===== config.mk =====
export PLATFORM = sky130hd
export DESIGN_NAME = pe_mac_gen_flat
export DESIGN_NICKNAME = d
export VERILOG_FILES = /design/src/rtl/pe_mac_if.sv /design/src/rtl/pe_mac_gen.sv /design/src/flat_wrapper.sv
export SDC_FILE = /design/constraint.sdc
export NUM_CORES = 1
export LEC_CHECK = 0
export CAP_MARGIN = 25
export CORE_ASPECT_RATIO = 1.75
export CORE_MARGIN = 3
export CORE_UTILIZATION = 42
export DETAILED_ROUTE_END_ITERATION = 8
export HOLD_SLACK_MARGIN = 0.05
export PLACE_DENSITY = 0.67
export SLEW_MARGIN = 20
export SYNTH_ARGS = -nofsm -noshare
export SYNTH_HDL_FRONTEND = slang
export SYNTH_SLANG_ARGS = --single-unit

===== constraint.sdc =====
create_clock -name clk -period 17.1 [get_ports clk]
set_clock_uncertainty 0.05 [all_clocks]
set_input_delay 3.42 -clock clk [delete_from_list [all_inputs] [get_ports clk]]
set_output_delay 3.42 -clock clk [all_outputs]
set_load 0.01 [all_outputs]

===== src/rtl/pe_mac_if.sv =====
// Port bundle for one pe_mac_gen processing element: operand, partial-sum and
// drain traffic plus the per-cycle control strobes.
interface pe_mac_if #(
  parameter int DATA_W = 8,
  parameter int ACC_W  = 32
);
  logic              fire;
  logic              mode;
  logic              clr;
  logic              load_w;
  logic [DATA_W-1:0] in_a;
  logic [DATA_W-1:0] in_w;
  logic [ACC_W-1:0]  in_ps;
  logic              cap;
  logic              shift;
  logic [ACC_W-1:0]  in_d;
  logic              out_f;
  logic [DATA_W-1:0] out_a;
  logic [DATA_W-1:0] out_w;
  logic [ACC_W-1:0]  out_ps;
  logic [ACC_W-1:0]  out_acc;
  logic [ACC_W-1:0]  out_d;
  logic              ovf;

  modport slave (
    input  fire, mode, clr, load_w, in_a, in_w, in_ps, cap, shift, in_d,
    output out_f, out_a, out_w, out_ps, out_acc, out_d, ovf
  );

  modport master (
    output fire, mode, clr, load_w, in_a, in_w, in_ps, cap, shift, in_d,
    input  out_f, out_a, out_w, out_ps, out_acc, out_d, ovf
  );
endinterface


===== src/rtl/pe_mac_gen.sv =====
// Systolic MAC processing element with output-stationary / weight-stationary
// dataflow and a shift-out drain chain. Define PE_SAT_EN for saturating sums.
module pe_mac_gen #(
  parameter int DATA_W = 8,
  parameter int ACC_W  = 32,
  parameter int SIGNED = 0
) (
  input  logic     clk,
  input  logic     rst,
  pe_mac_if.slave  bus
);

  localparam int PROD_W = 2 * DATA_W;

  // Full-width product, extended to ACC_W according to operand signedness.
  function automatic logic [ACC_W-1:0] mul_ext(input logic [DATA_W-1:0] a,
                                               input logic [DATA_W-1:0] w);
    logic signed [PROD_W-1:0] prod_s;
    logic        [PROD_W-1:0] prod_u;
    prod_s = PROD_W'($signed(a)) * PROD_W'($signed(w));
    prod_u = PROD_W'(a) * PROD_W'(w);
    if (SIGNED != 0) return ACC_W'(prod_s);
    else             return ACC_W'(prod_u);
  endfunction

  // Returns {saturated, sum}; the wrapping build never reports saturation.
  function automatic logic [ACC_W:0] add_acc(input logic [ACC_W-1:0] x,
                                             input logic [ACC_W-1:0] y);
    logic [ACC_W-1:0] res;
    logic             hit;
`ifdef PE_SAT_EN
    logic [ACC_W:0]   sum_u;
    sum_u = {1'b0, x} + {1'b0, y};
    res   = sum_u[ACC_W-1:0];
    hit   = 1'b0;
    if (SIGNED != 0) begin
      if ((x[ACC_W-1] == y[ACC_W-1]) && (res[ACC_W-1] != x[ACC_W-1])) begin
        hit = 1'b1;
        res = x[ACC_W-1] ? {1'b1, {(ACC_W-1){1'b0}}} : {1'b0, {(ACC_W-1){1'b1}}};
      end
    end else if (sum_u[ACC_W]) begin
      hit = 1'b1;
      res = '1;
    end
`else
    res = x + y;
    hit = 1'b0;
`endif
    return {hit, res};
  endfunction

  logic              f_p1;
  logic [DATA_W-1:0] a_p1;
  logic [DATA_W-1:0] w_p1;
  logic [DATA_W-1:0] wreg_p1;
  logic [ACC_W-1:0]  ps_p1;
  logic [ACC_W-1:0]  acc_p1;
  logic [ACC_W-1:0]  d_p1;
  logic              ovf_p1;

  logic              os_fire;
  logic              ws_fire;
  logic              ws_load;
  logic [ACC_W-1:0]  prod_os;
  logic [ACC_W-1:0]  prod_ws;
  logic [ACC_W-1:0]  acc_base;
  logic [ACC_W:0]    os_res;
  logic [ACC_W:0]    ws_res;
  logic              sat_hit;

  // ---- stage p0: operand decode, multiply and accumulate ----
  always_comb begin
    os_fire  = bus.fire & ~bus.mode;
    ws_fire  = bus.fire &  bus.mode;
    ws_load  = bus.load_w & bus.mode;
    prod_os  = mul_ext(bus.in_a, bus.in_w);
    // WS multiplies by the weight held before any same-cycle reload.
    prod_ws  = mul_ext(bus.in_a, wreg_p1);
    // A capture hands the old total to the drain, so the fire restarts the sum.
    acc_base = (bus.clr | bus.cap) ? '0 : acc_p1;
    os_res   = add_acc(acc_base, prod_os);
    ws_res   = add_acc(bus.in_ps, prod_ws);
    sat_hit  = (os_fire & os_res[ACC_W]) | (ws_fire & ws_res[ACC_W]);
  end

  // ---- stage p1: registered element state ----
  always_ff @(posedge clk) begin
    if (rst) begin
      f_p1   <= 1'b0;
      ovf_p1 <= 1'b0;
    end else begin
      f_p1 <= bus.fire;
      if (sat_hit) ovf_p1 <= 1'b1;
    end
  end

  always_ff @(posedge clk) begin
    if (rst) begin
      a_p1    <= '0;
      w_p1    <= '0;
      wreg_p1 <= '0;
      ps_p1   <= '0;
      acc_p1  <= '0;
    end else begin
      if (os_fire) begin
        acc_p1 <= os_res[ACC_W-1:0];
        a_p1   <= bus.in_a;
        w_p1   <= bus.in_w;
      end
      if (ws_fire) begin
        ps_p1 <= ws_res[ACC_W-1:0];
        a_p1  <= bus.in_a;
      end
      if (ws_load) begin
        wreg_p1 <= bus.in_w;
        w_p1    <= bus.in_w;
      end
    end
  end

  always_ff @(posedge clk) begin
    if (rst)            d_p1 <= '0;
    else if (bus.cap)   d_p1 <= acc_p1;
    else if (bus.shift) d_p1 <= bus.in_d;
  end

  assign bus.out_f   = f_p1;
  assign bus.out_a   = a_p1;
  assign bus.out_w   = w_p1;
  assign bus.out_ps  = ps_p1;
  assign bus.out_acc = acc_p1;
  assign bus.out_d   = d_p1;
  assign bus.ovf     = ovf_p1;

endmodule


===== src/flat_wrapper.sv =====
// flat-port wrapper written by rule: the top's interface ports become plain ports
module pe_mac_gen_flat 
#(
  parameter int DATA_W = 8,
  parameter int ACC_W  = 32,
  parameter int SIGNED = 0
)
  (clk, rst, bus_fire, bus_mode, bus_clr, bus_load_w, bus_in_a, bus_in_w, bus_in_ps, bus_cap, bus_shift, bus_in_d, bus_out_f, bus_out_a, bus_out_w, bus_out_ps, bus_out_acc, bus_out_d, bus_ovf);
  pe_mac_if #(.DATA_W(DATA_W), .ACC_W(ACC_W)) bus_i ();
  input  logic clk;
  input  logic rst;
  input wire logic [$bits(bus_i.fire)-1:0] bus_fire;
  input wire logic [$bits(bus_i.mode)-1:0] bus_mode;
  input wire logic [$bits(bus_i.clr)-1:0] bus_clr;
  input wire logic [$bits(bus_i.load_w)-1:0] bus_load_w;
  input wire logic [$bits(bus_i.in_a)-1:0] bus_in_a;
  input wire logic [$bits(bus_i.in_w)-1:0] bus_in_w;
  input wire logic [$bits(bus_i.in_ps)-1:0] bus_in_ps;
  input wire logic [$bits(bus_i.cap)-1:0] bus_cap;
  input wire logic [$bits(bus_i.shift)-1:0] bus_shift;
  input wire logic [$bits(bus_i.in_d)-1:0] bus_in_d;
  output wire logic [$bits(bus_i.out_f)-1:0] bus_out_f;
  output wire logic [$bits(bus_i.out_a)-1:0] bus_out_a;
  output wire logic [$bits(bus_i.out_w)-1:0] bus_out_w;
  output wire logic [$bits(bus_i.out_ps)-1:0] bus_out_ps;
  output wire logic [$bits(bus_i.out_acc)-1:0] bus_out_acc;
  output wire logic [$bits(bus_i.out_d)-1:0] bus_out_d;
  output wire logic [$bits(bus_i.ovf)-1:0] bus_ovf;
  assign bus_i.fire = bus_fire;
  assign bus_i.mode = bus_mode;
  assign bus_i.clr = bus_clr;
  assign bus_i.load_w = bus_load_w;
  assign bus_i.in_a = bus_in_a;
  assign bus_i.in_w = bus_in_w;
  assign bus_i.in_ps = bus_in_ps;
  assign bus_i.cap = bus_cap;
  assign bus_i.shift = bus_shift;
  assign bus_i.in_d = bus_in_d;
  assign bus_out_f = bus_i.out_f;
  assign bus_out_a = bus_i.out_a;
  assign bus_out_w = bus_i.out_w;
  assign bus_out_ps = bus_i.out_ps;
  assign bus_out_acc = bus_i.out_acc;
  assign bus_out_d = bus_i.out_d;
  assign bus_ovf = bus_i.ovf;
  pe_mac_gen #(.DATA_W(DATA_W), .ACC_W(ACC_W), .SIGNED(SIGNED)) u_core (.clk(clk), .rst(rst), .bus(bus_i));
endmodule

==> results.json <==
{
  "final_hold_viol_count": 0,
  "gr-total-overflow": 0,
  "vdd_ir_drop_max_mv": 0.0764,
  "dp_cells": 1730,
  "track_usage": 0.230,
  "power.density_nw_per_um2": 86.7,
  "ys_warn_count": 0,
  "layout_common_cells": "clkdlybuf4s50_1, nand2_1, inv_1",
  "wl_per_cell_um": 17.0,
  "fin_tns_setup_ps": 0,
  "drive_gt1_frac": 0.0331,
  "synthAdderAreaFrac": 0.291,
  "critPathRequiredTime_ps": 17350,
  "cts-hold-fix-buffers": 0,
  "synth_compound_area_frac": 0.108,
  "synth_seq_area_share": 0.233,
  "grt_max_degree": 94,
  "ant_nets": 0,
  "cts_sinks": 121,
  "final_common_cell": "clkdlybuf4s50_1",
  "io_pins": 202,
  "synthSimpleGateAreaFrac": 0.210,
  "grt_pass1_wl_um": 49700,
  "relSlewSlack": 0.313,
  "rsz0062_at_grt": "false",
  "nets": 1711,
  "area_growth_pct": 26.3,
  "synthMuxAreaShare": 0.0395,
  "status": "finished, final reports clean",
  "core_sq_um": 24200,
  "vias_per_cell": 5.19,
  "post_cts_buffers": 0,
  "fin_cells": 1760,
  "setup_violations": 0,
  "die_w_um": 125,
  "syn_inst": 1280,
  "cts_resized": 0,
  "fin_crit_ps": 8660,
  "portBuffers": 200,
  "leakagePower_nw": 6.00,
  "clk_pin_slew_ps": 60,
  "fmaxAchievable_ghz": 0.116,
  "routed_wl_um": 29900,
  "cts_buffers": 17,
  "first_global_vias": 9745,
  "syn-num-nets": 1550,
  "report.final.slew_viol_count": 0,
  "antenna_found_initial": 0,
  "synth_edf_count": 0,
  "ys_seq_elements": 121,
  "worst_ep_arrival_time_ps": 8900,
  "finalPower_mw": 1.14,
  "insertion_delay_ps": 420,
  "dr.pass1.iters": 4,
  "worst-setup-path-type": "in -> reg",
  "cts_tree": "built",
  "start_util": 0.430,
  "die_h_um": 214,
  "tightest_slew_ps": 1030,
  "cp_max_fo": 17,
  "drtIter0Drc": 397,
  "placementRows": 75,
  "end_kind": "register",
  "synthArstFlopShare": 0,
  "fill_cells": 2287,
  "place_congestion": 0.918,
  "post-route-period-util": 0.506,
  "max-cap-violations": 0,
  "syn_area_sq_um": 10400,
  "clockBufferDepth": 2,
  "ys_types": 55,
  "hold_path_class": "reg -> reg",
  "vias": 9136,
  "postSynthAreaPerCell_sq_um": 8.13,
  "dieArea_sq_um": 26800,
  "synthFlopType": "dfxtp_1",
  "synth_xor_area_frac": 0.0320,
  "cts_root_buf": "clkbuf_16",
  "critPathLaunchType": "input pin",
  "hpwl_um": 23200,
  "synth_top_family_by_area": "adder cells",
  "htreeDepth": 4,
  "drc": 0,
  "antenna_cells": 0
}
==> synthesized netlist by cell type (all sizes together), types with 5 or more instances <==
cell    count  area (sq um)
a21oi     109           553
a211oi     12          90.1
o211ai      5          37.5
clkbuf     51           191
nand2     185           694
xor2       22           193
xnor2      16           140
inv       175           657
nand3      35           175
buf        12          50.1
nor2      116           435
and2       86           539
and3       13          86.3
nand2b      6          37.5
mux2i      41           410
nor2b       7          43.8
fa        100          2000
dfxtp     121          2420
ha         82          1030
a21o       10          75.1
a31oi       6          37.5
o21ai      26           141
==> registers in the layout, summed over array words and instances (netlist names) <==
register and flops:
u_core.bus.out_acc 32, u_core.bus.out_d 32, u_core.bus.out_ps 32, u_core.bus.out_a 8
u_core.bus.out_w 8, u_core.wreg_p1 8, u_core.bus.out_f 1
==> kinds of logic after synthesis <==
kind of cell | count (synthesis)
simple gates | 472
buf+inv | 238
compound gates | 187
fa+ha+maj | 182
flops | 121
mux | 41
xor+xnor | 38
other cells | 1
==> power by group <==
part           internal, mW  switching, mW  total (mW)
clock network         0.220          0.133       0.352
registers             0.305         0.0233       0.328
logic                 0.205          0.253       0.459
==> through the flow <==
stage                     utilization  setup WS (ps)  hold slack (ps)  cell area (sq um)
after detailed placement        0.519           8020              394              12600
final                           0.543           8440              401              13100
after CTS                       0.543           8460              405              13100
after global placement          0.519           8090              385              12600
after global routing            0.543           8050              429              13100
after floorplan                     -           8820              426              10400
==> worst paths after layout <==
path	end	slack [ps]	start	cells past startpoint
setup reg to reg	u_core.bus.out_ps[23]$_SDFFE_PP0P_	12000	u_core.wreg_p1[2]$_SDFFE_PP0P_	17
hold reg to reg	u_core.bus.out_w[4]$_SDFFE_PP0P_	400	u_core.bus.out_w[4]$_SDFFE_PP0P_	2
setup / recovery	u_core.bus.out_acc[25]$_SDFFE_PP0P_	8440	bus_in_a[3]	17
hold / removal	u_core.bus.out_w[4]$_SDFFE_PP0P_	400	u_core.bus.out_w[4]$_SDFFE_PP0P_	2
==> worst max-delay path: stages <==
cell and delay [ps]:
clkdlybuf4s50_1 820, and2_1 400, fa_1 510, fa_1 520
fa_1 550, inv_1 50, fa_1 540, inv_1 40
ha_1 420, a21oi_1 110, o211ai_1 170, a21o_1 160
a221oi_1 100, a21oi_1 620, nand4_1 190, xnor2_1 220
nor2_1 60
==> per-layer routing <==
layer,track usage,wire [um],vias to the layer above
met3,0.0406,1170,81
met5,0,0,-
met2,0.434,16300,275
met4,0.103,1250,0
li1,-,-,4395
met1,0.246,11200,4385
==> cell type report <==
| type | instances | area (sq um) | share of cell area |
|---|---|---|---|
| sequential | 121 | 2420 | 0.184 |
| timing repair buffer | 205 | 2030 | 0.154 |
| clock inverter | 8 | 97.6 | 0.00743 |
| tap | 308 | 385 | 0.0293 |
| inverter | 175 | 657 | 0.0500 |
| multi-input combinational | 921 | 7080 | 0.539 |
| clock buffer | 22 | 464 | 0.0353 |
Power figures use the tool's default switching activity.
